[src/rtl/ram_block_copier_if.sv]
`default_nettype none
// ============================================================================
// Module   : ram_block_copier_if
// Brief    : Control and memory-bus bundle for ram_block_copier.
//            master = copier side, slave = core + ram side.
// Revision : 1.0 - initial release
// ============================================================================
interface ram_block_copier_if #(
  parameter int DATA_LEN    = 16,
  parameter int ADDRESS_LEN = 8
);
  logic                     start;
  logic [ADDRESS_LEN-1:0]   src_addr;
  logic [ADDRESS_LEN-1:0]   dst_addr;
  logic [ADDRESS_LEN:0]     length;
  logic                     fill;
  logic [DATA_LEN-1:0]      fill_value;
  logic                     busy;
  logic                     done;
  logic                     mem_read;
  logic                     mem_write;
  logic [ADDRESS_LEN*3-1:0] mem_address;
  logic [DATA_LEN*3-1:0]    mem_wdata;
  logic [DATA_LEN*3-1:0]    mem_rdata;

  modport master (
    input  start, src_addr, dst_addr, length, fill, fill_value, mem_rdata,
    output busy, done, mem_read, mem_write, mem_address, mem_wdata
  );

  modport slave (
    output start, src_addr, dst_addr, length, fill, fill_value, mem_rdata,
    input  busy, done, mem_read, mem_write, mem_address, mem_wdata
  );
endinterface
`default_nettype wire

[src/rtl/ram_block_copier.sv]
`default_nettype none
// ============================================================================
// Module   : ram_block_copier
// Brief    : Block copy engine for the triple-port ram. Moves three words per
//            transaction (one READ cycle, one WRITE cycle). Optional fill mode
//            (write-only, one cycle per triple) is built when the macro
//            RAM_BLOCK_COPIER_FILL_EN is defined.
// Revision : 1.0 - initial release
// ============================================================================
module ram_block_copier #(
  parameter int DATA_LEN    = 16,
  parameter int ADDRESS_LEN = 8
) (
  input  logic               clk,
  input  logic               reset,
  ram_block_copier_if.master bus
);

  localparam int                     LANES       = 3;
  localparam logic [ADDRESS_LEN-1:0] C_PTR_STEP  = ADDRESS_LEN'(LANES);
  localparam logic [ADDRESS_LEN:0]   C_LANES_CNT = (ADDRESS_LEN+1)'(LANES);

  typedef enum logic [2:0] {
    S_IDLE   = 3'd0,
    S_READ   = 3'd1,
    S_WRITE  = 3'd2,
`ifdef RAM_BLOCK_COPIER_FILL_EN
    S_FWRITE = 3'd4,
`endif
    S_FINISH = 3'd3
  } state_t;

  state_t                   r_state;
  state_t                   w_next_state;
  logic [ADDRESS_LEN-1:0]   r_src_ptr;
  logic [ADDRESS_LEN-1:0]   r_dst_ptr;
  logic [ADDRESS_LEN:0]     r_remaining;
  logic [ADDRESS_LEN:0]     w_remaining_next;
  logic [LANES-1:0]         w_lane_valid;
  logic [LANES*ADDRESS_LEN-1:0] w_src_lanes;
  logic [LANES*ADDRESS_LEN-1:0] w_dst_lanes;
  logic [LANES*DATA_LEN-1:0]    w_copy_data;

`ifdef RAM_BLOCK_COPIER_FILL_EN
  logic                     r_fill;
  logic [DATA_LEN-1:0]      r_fill_value;
`else
  // Fill inputs have no function in a copy-only build.
  logic                     w_unused_fill_inputs;
  assign w_unused_fill_inputs = ^{bus.fill, bus.fill_value};
`endif

  // Words left after the current triple; never underflows on a short tail.
  assign w_remaining_next = (r_remaining > C_LANES_CNT) ? (r_remaining - C_LANES_CNT) : '0;

  // Per-lane addressing; lanes past the block tail alias lane 0 so nothing
  // outside the block is touched and the duplicate write is idempotent.
  for (genvar i = 0; i < LANES; i++) begin : g_lane
    assign w_lane_valid[i] = (r_remaining > (ADDRESS_LEN+1)'(i));
    assign w_src_lanes[i*ADDRESS_LEN +: ADDRESS_LEN] =
      w_lane_valid[i] ? (r_src_ptr + ADDRESS_LEN'(i)) : r_src_ptr;
    assign w_dst_lanes[i*ADDRESS_LEN +: ADDRESS_LEN] =
      w_lane_valid[i] ? (r_dst_ptr + ADDRESS_LEN'(i)) : r_dst_ptr;
    assign w_copy_data[i*DATA_LEN +: DATA_LEN] =
      w_lane_valid[i] ? bus.mem_rdata[i*DATA_LEN +: DATA_LEN] : bus.mem_rdata[DATA_LEN-1:0];
  end

  // State register.
  always_ff @(posedge clk or posedge reset) begin
    if (reset) r_state <= S_IDLE;
    else       r_state <= w_next_state;
  end

  // Next-state decode.
  always_comb begin
    w_next_state = r_state;
    case (r_state)
      S_IDLE: begin
        if (bus.start) begin
          if (bus.length == '0) begin
            w_next_state = S_FINISH;
          end else begin
`ifdef RAM_BLOCK_COPIER_FILL_EN
            if (bus.fill) w_next_state = S_FWRITE;
            else          w_next_state = S_READ;
`else
            w_next_state = S_READ;
`endif
          end
        end
      end
      S_READ:   w_next_state = S_WRITE;
      S_WRITE:  w_next_state = (w_remaining_next != '0) ? S_READ : S_FINISH;
`ifdef RAM_BLOCK_COPIER_FILL_EN
      S_FWRITE: w_next_state = (w_remaining_next != '0) ? S_FWRITE : S_FINISH;
`endif
      S_FINISH: w_next_state = S_IDLE;
      default:  w_next_state = S_IDLE;
    endcase
  end

  // Request latch and pointer/counter advance after each write transaction.
  always_ff @(posedge clk or posedge reset) begin
    if (reset) begin
      r_src_ptr    <= '0;
      r_dst_ptr    <= '0;
      r_remaining  <= '0;
`ifdef RAM_BLOCK_COPIER_FILL_EN
      r_fill       <= 1'b0;
      r_fill_value <= '0;
`endif
    end else begin
      case (r_state)
        S_IDLE: begin
          if (bus.start) begin
            r_src_ptr    <= bus.src_addr;
            r_dst_ptr    <= bus.dst_addr;
            r_remaining  <= bus.length;
`ifdef RAM_BLOCK_COPIER_FILL_EN
            r_fill       <= bus.fill;
            r_fill_value <= bus.fill_value;
`endif
          end
        end
        S_WRITE: begin
          r_src_ptr   <= r_src_ptr + C_PTR_STEP;
          r_dst_ptr   <= r_dst_ptr + C_PTR_STEP;
          r_remaining <= w_remaining_next;
        end
`ifdef RAM_BLOCK_COPIER_FILL_EN
        S_FWRITE: begin
          r_dst_ptr   <= r_dst_ptr + C_PTR_STEP;
          r_remaining <= w_remaining_next;
        end
`endif
        default: begin
        end
      endcase
    end
  end

  // Outputs decoded from registered state; read data reaches mem_wdata only in WRITE.
  always_comb begin
    bus.busy        = 1'b0;
    bus.done        = 1'b0;
    bus.mem_read    = 1'b0;
    bus.mem_write   = 1'b0;
    bus.mem_address = '0;
    bus.mem_wdata   = '0;
    case (r_state)
      S_READ: begin
        bus.busy        = 1'b1;
        bus.mem_read    = 1'b1;
        bus.mem_address = w_src_lanes;
      end
      S_WRITE: begin
        bus.busy        = 1'b1;
        bus.mem_write   = 1'b1;
        bus.mem_address = w_dst_lanes;
        bus.mem_wdata   = w_copy_data;
      end
`ifdef RAM_BLOCK_COPIER_FILL_EN
      S_FWRITE: begin
        bus.busy        = 1'b1;
        bus.mem_write   = 1'b1;
        bus.mem_address = w_dst_lanes;
        bus.mem_wdata   = {LANES{r_fill_value}};
      end
`endif
      S_FINISH: bus.done = 1'b1;
      default: begin
      end
    endcase
  end

endmodule
`default_nettype wire

[src/flat_wrapper.sv]
// flat-port wrapper written by rule: the top's interface ports become plain ports
module ram_block_copier_flat 
#(
  parameter int DATA_LEN    = 16,
  parameter int ADDRESS_LEN = 8
)
  (clk, reset, bus_start, bus_src_addr, bus_dst_addr, bus_length, bus_fill, bus_fill_value, bus_mem_rdata, bus_busy, bus_done, bus_mem_read, bus_mem_write, bus_mem_address, bus_mem_wdata);
  ram_block_copier_if #(.DATA_LEN(DATA_LEN), .ADDRESS_LEN(ADDRESS_LEN)) bus_i ();
  input  logic clk;
  input  logic reset;
  input wire logic [$bits(bus_i.start)-1:0] bus_start;
  input wire logic [$bits(bus_i.src_addr)-1:0] bus_src_addr;
  input wire logic [$bits(bus_i.dst_addr)-1:0] bus_dst_addr;
  input wire logic [$bits(bus_i.length)-1:0] bus_length;
  input wire logic [$bits(bus_i.fill)-1:0] bus_fill;
  input wire logic [$bits(bus_i.fill_value)-1:0] bus_fill_value;
  input wire logic [$bits(bus_i.mem_rdata)-1:0] bus_mem_rdata;
  output wire logic [$bits(bus_i.busy)-1:0] bus_busy;
  output wire logic [$bits(bus_i.done)-1:0] bus_done;
  output wire logic [$bits(bus_i.mem_read)-1:0] bus_mem_read;
  output wire logic [$bits(bus_i.mem_write)-1:0] bus_mem_write;
  output wire logic [$bits(bus_i.mem_address)-1:0] bus_mem_address;
  output wire logic [$bits(bus_i.mem_wdata)-1:0] bus_mem_wdata;
  assign bus_i.start = bus_start;
  assign bus_i.src_addr = bus_src_addr;
  assign bus_i.dst_addr = bus_dst_addr;
  assign bus_i.length = bus_length;
  assign bus_i.fill = bus_fill;
  assign bus_i.fill_value = bus_fill_value;
  assign bus_i.mem_rdata = bus_mem_rdata;
  assign bus_busy = bus_i.busy;
  assign bus_done = bus_i.done;
  assign bus_mem_read = bus_i.mem_read;
  assign bus_mem_write = bus_i.mem_write;
  assign bus_mem_address = bus_i.mem_address;
  assign bus_mem_wdata = bus_i.mem_wdata;
  ram_block_copier #(.DATA_LEN(DATA_LEN), .ADDRESS_LEN(ADDRESS_LEN)) u_core (.clk(clk), .reset(reset), .bus(bus_i));
endmodule
[config.mk]
export PLATFORM = sky130hd
export DESIGN_NAME = ram_block_copier_flat
export DESIGN_NICKNAME = d
export VERILOG_FILES = /design/src/rtl/ram_block_copier_if.sv /design/src/rtl/ram_block_copier.sv /design/src/flat_wrapper.sv
export SDC_FILE = /design/constraint.sdc
export NUM_CORES = 1
export LEC_CHECK = 0
export ABC_AREA = 1
export BUFFER_PORTS_ARGS = -buffer_cell sky130_fd_sc_hd__buf_2
export CAP_MARGIN = 20
export CELL_PAD_IN_SITES_DETAIL_PLACEMENT = 0
export CELL_PAD_IN_SITES_GLOBAL_PLACEMENT = 2
export CORE_ASPECT_RATIO = 2
export CORE_MARGIN = 2
export CORE_UTILIZATION = 23
export CTS_CLUSTER_SIZE = 8
export DETAILED_ROUTE_END_ITERATION = 12
export PLACE_DENSITY = 0.8
export SLEW_MARGIN = 30
export SYNTH_ARGS = -nofsm -noshare
export SYNTH_HDL_FRONTEND = slang
export SYNTH_SLANG_ARGS = --single-unit
[constraint.sdc]
create_clock -name clk -period 2.02 [get_ports clk]
set_input_delay 0.404 -clock clk [delete_from_list [all_inputs] [get_ports clk]]
set_output_delay 0.404 -clock clk [all_outputs]
set_load 0.02 [all_outputs]
# Word-level counts from Yosys, hierarchy flattened
# Cells that the tools add are included.
[classes] addsub=7 magnitude_cmp=3 n_eq_ne=4 reduce_logical=6 muxes=23
[ops] operator="$mux W48" count=1
[ops] operator="$mux W8" count=6
[ops] operator="$pmux W24 S2" count=1
[ops] operator="$add A8 B2 Y8 const B" count=4
[ops] operator="$mux W16" count=2
[ops] operator="$pmux W8 S2" count=2
[ops] operator="$gt A9 B2 Y1 const B" count=2
[ops] operator="$mux W9" count=2
[ops] operator="$pmux W9 S2" count=1
[ops] operator="$add A8 B1 Y8 const B" count=2
[ops] operator="$gt A9 B1 Y1 const B" count=1
[ops] operator="$logic_not A9 Y1" count=1
[ops] operator="$pmux W3 S3" count=1
[ops] operator="$reduce_bool A9 Y1" count=1
[ops] operator="$sub A9 B2 Y9 const B" count=1
[ops] operator="$eq A3 B2 Y1 const B" count=2
[ops] operator="$mux W1" count=4
[ops] operator="$mux W2" count=2
[ops] operator="$eq A3 B1 Y1 const B" count=1
[ops] operator="$logic_not A3 Y1" count=1
[ops] operator="$mux W3" count=1
[ops] operator="$ne A2 B2 Y1 const B" count=1
[ops] operator="$reduce_and A2 Y1" count=1
[ops] operator="$reduce_bool A2 Y1" count=1
[ops] operator="$reduce_or A2 Y1" count=1
[totals] regBits=28 wordCells=47 input_bits=93 out_inout_bits=76

# Logic depth before layout (Yosys ltp)
[depth] ltp_word=5 ltp_mapped=13 depth_no_buf=13

# Worst setup path before layout
# No wires, ideal clock.
[synth_timing] path_kind="register -> output" from="register u_core.r_state[1]" to="output port bus_mem_address[16]" arrival_time_ps=2015 path_buffers=3 stages_incl_launch_ff=8 required_ps=1616 path_slack_ps=-399 path_cell_list="dfrtp_1 > inv_1 > ha_1 > buf_2 > buf_1 > nand2_1 > a21oi_1 > buf_4"
[synth_between] elab_chain_len=2 elab_cells_between_ends=3 classes_between="2 x eq/ne; 1 x mux"
[synth_rtl] item="start: declaration" line="ram_block_copier.sv:33" rtl="state_t r_state;"
[synth_rtl] item="start signal: assignment" line="ram_block_copier.sv:71" rtl="else r_state <= w_next_state;"
[synth_rtl] item="$eq A3 B2 Y1 or $eq A3 B1 Y1 (tied branches)" line="ram_block_copier.sv:150" rtl="case (r_state)"
[synth_rtl] item="$pmux W24 S2 (*)" line="ram_block_copier.sv:150"
[synth_rtl] item="end: declaration" line="flat_wrapper.sv:22" rtl="output wire logic [$bits(bus_i.mem_address)-1:0] bus_mem_address;"
# Mark *: on every way between the ends. The rest lies on a longest branch, timed or not.

# Worst setup path after layout
[layout_timing] from="register u_core.r_remaining[1]" to="output port bus_mem_address[17]"
[layout_between] elab_chain_len=3 elab_cells_between_ends=4 classes_between="1 x order compare; 3 x mux"
[layout_rtl] item="start: declaration" line="ram_block_copier.sv:37" rtl="logic [ADDRESS_LEN:0] r_remaining;"
[layout_rtl] item="start signal: assignment" line="ram_block_copier.sv:118" rtl="r_remaining <= bus.length;"
[layout_rtl] item="start signal: assignment" line="ram_block_copier.sv:128" rtl="r_remaining <= w_remaining_next;"
[layout_rtl] item="$gt A9 B2 Y1 (*)" line="ram_block_copier.sv:59" rtl="assign w_lane_valid[i] = (r_remaining > (ADDRESS_LEN+1)'(i));"
[layout_rtl] item="$mux W8 (on tied branches)" line="ram_block_copier.sv:63, ram_block_copier.sv:61"
[layout_rtl] item="$pmux W24 S2 (*)" line="ram_block_copier.sv:150"
# Marks and branches as above.

==> results.sh <==
export IMPL_end_kind="primary output"
export IMPL_slew_headroom_pct=74.4
export IMPL_dpl_hpwl_mm=10.9
export IMPL_final_common_cell="nand2_1"
export IMPL_fin_setup_tns_ns=-14.51
export IMPL_fmax_mhz=418
export IMPL_core_area_um2=15100
export IMPL_grt_pass1_vias=4253
export IMPL_die_area_um2=16400
export IMPL_status="finished with violations"
export IMPL_path_clk_slew_ns=0.07
export IMPL_wl_per_cell_um=16.0
export IMPL_layout_common_cells="98 x nand2_1, 94 x buf_4, 79 x buf_2"
export IMPL_drc_errors=0
export IMPL_syn_to_final_growth_pct=85.0
export IMPL_die_h_um=179
export IMPL_initial_core_util_pct=23.2
export IMPL_cp_required_ns=1.62
export IMPL_start_kind="register"
export IMPL_synthCells=589
export IMPL_grt_pass1_wl_mm=23.7
export IMPL_critPathKind="register to primary output"
export IMPL_syn_num_nets=697
export IMPL_async_reset_ff_share_pct=100
export IMPL_ant_nets=0
export IMPL_grt_overflow=0
export IMPL_fillers=1551
export IMPL_hold_buffers=0
export IMPL_final_util_pct=43.0
export IMPL_rsz0062_at_grt="yes"
export IMPL_fin_crit_sh_pct=118
export IMPL_vdd_ir_drop_worst_mv=0.941
export IMPL_clock_sinks=27
export IMPL_finClkSkew_ns=0.00819
export IMPL_hold_path_class="primary input to async pin"
export IMPL_final_setup_worst_slack_ns=-0.373
export IMPL_antenna_found_initial=0
export IMPL_power_share_clock_pct=4.9
export IMPL_hold_viol_final=0
export IMPL_num_rows=64
export IMPL_sequentialPowerShare_pct=10.7
export IMPL_die_x_um=91.4
export IMPL_cts_root_buf="clkbuf_16"
export IMPL_ys_types=39
export IMPL_p_int_w=0.00507
export IMPL_netSwitchingPower_w=0.00536
export IMPL_combPwrFrac_pct=84.4
export IMPL_crit_arrival_ns=1.99
export IMPL_pre_cts_ws_ns=-0.179
export IMPL_fin_total_pwr_w=0.0104
export IMPL_cts_tree="yes"
export IMPL_synth_edf_count=0
export IMPL_portBuffers=151
export IMPL_avgSynthCellArea_um2=5.97
export IMPL_num_antenna_cells=0
export IMPL_drt_iter0_markers=238
export IMPL_setup_viol=56
export IMPL_vias=4740
export IMPL_maxCapViolations=0
export IMPL_via_per_inst=4.72
export IMPL_ys_seq_area_share_pct=19.2
export IMPL_reg2reg_slack_ns=0.12
export IMPL_swShare_pct=51.4
export IMPL_routed_wirelength_mm=16.1
export IMPL_worst_pin_slew_ns=0.380
export IMPL_synth_area_um2=3520
export IMPL_leakage_nw=3.08
export IMPL_dp_cells=962
export IMPL_p_per_area_nw_per_um2=1600
export IMPL_ys_flop_type="dfrtp_1"
export IMPL_grt_usage_pct=18.1
export IMPL_cts_buffers_inserted=3
export IMPL_clkLatencyLatePin_ns=0.28
export IMPL_grt_max_degree=28
export IMPL_violations="setup timing"
export IMPL_fin_crit_ns=2.39
export IMPL_stdcell_count=1005
export IMPL_io_pins=169
export IMPL_drive_gt1_share_pct=51.1
export IMPL_worstPathMaxFanout=5
export IMPL_slew_viol_final=0
export IMPL_place_gp_congestion=0.814
export IMPL_htreeDepth=1
export IMPL_clockBufferDepth=2
export IMPL_drtPass1Iterations=5
export IMPL_nets=916
export IMPL_synth_warnings=0
export IMPL_synth_seq_cells=27
-- logic make-up after synthesis --
family | count (synthesis) | share of synthesized area (%)
simple gates | 260 | 30.9
flops | 27 | 19.2
xor+xnor | 16 | 3.99
buf+inv | 111 | 13.6
fa+ha+maj | 15 | 5.34
compound gates | 160 | 27.0
-- layout make-up --
cell class	instances	area, µm²	share of cell area, %
sequential	27	677	10.4
clock buffer	3	75.1	1.15
multi-input combinational	451	2950	45.3
timing repair buffer	251	2250	34.5
inverter	74	307	4.71
clock inverter	1	5.00	0.0769
tap	198	248	3.81
-- per-layer routing --
layer | wire (µm) | vias up | part of all wire (%) | track usage [%]
li1 | - | 2373 | - | -
met2 | 8010 | 129 | 50 | 30.6
met1 | 7110 | 2222 | 44 | 24.9
met4 | 221 | 0 | 1.4 | 4.17
met3 | 708 | 16 | 4.4 | 1.77
met5 | 0 | - | 0 | 0
-- critical path: stages (launching register included) --
cell and delay (ns):
dfrtp_1 0.43, ha_4 0.19, nand3_4 0.09, o22ai_4 0.08, buf_4 0.14, buf_6 0.13, buf_8 0.13, a21oi_4 0.14
o21ai_2 0.07, a21oi_2 0.18, buf_6 0.14
-- path summary, 6_finish.rpt --
kind,from,endpoint,cells past startpoint
setup / recovery,u_core.r_remaining[1],bus_mem_address[17],10
hold / removal,reset,u_core.r_remaining[7],3
setup reg to reg,u_core.r_remaining[0],u_core.r_state[1],14
hold reg to reg,u_core.r_src_ptr[7],u_core.r_src_ptr[7],2
max in group asynchronous,reset,u_core.r_remaining[3],3
min in group clk,bus_src_addr[4],u_core.r_src_ptr[4],3
-- power by group through the flow --
stage,Sequential (W),Clock (W),Combinational [W]
after floorplan,0.00109,0,0.00400
after global placement,0.00108,0,0.00628
after detailed placement,0.00109,0,0.00631
after CTS,0.00109,0.000512,0.00792
after global routing,0.00115,0.000528,0.00946
final,0.00112,0.000508,0.00880
-- synthesized netlist by cell type, types with 4 or more instances --
cell,n,share of area [%]
nand2_1,108,12
nand4_1,5,0.89
nand3_1,30,4.3
o211ai_2,6,2.1
o21ai_0,72,10
xor2_1,15,3.7
a21oi_1,43,6.1
buf_6,5,1.6
clkbuf_1,16,1.7
o22ai_1,9,1.6
nor2_1,101,11
buf_2,10,1.4
buf_1,4,0.43
a22oi_1,5,1.1
inv_1,70,7.5
dfrtp_1,27,19
o211ai_1,12,2.6
ha_1,15,5.3
-- stage by stage --
| step | area [µm²] | hold WS (ns) |
|---|---|---|
| floorplan | 3690 | 0.457 |
| global placement | 5030 | 0.506 |
| detailed placement | 5030 | 0.508 |
| CTS | 5970 | 0.206 |
| global route | 6500 | 0.247 |
| finish | 6500 | 0.188 |
-- state kept, by name (all words and copies together) (netlist names) --
signal / cells
u_core.r_src_ptr: 8
u_core.r_state: 2
u_core.r_dst_ptr: 8
u_core.r_remaining: 9
-- timing repair --
action / 4_1_cts / 5_1_grt
cloned: 9 / 1
pin swaps: 33 / 25
gates resized for setup: 157 / 133
setup endpoints to repair: 72 / 75
buffers inserted: 17 / 15
Note: power is estimated with default switching activity, not from simulation.
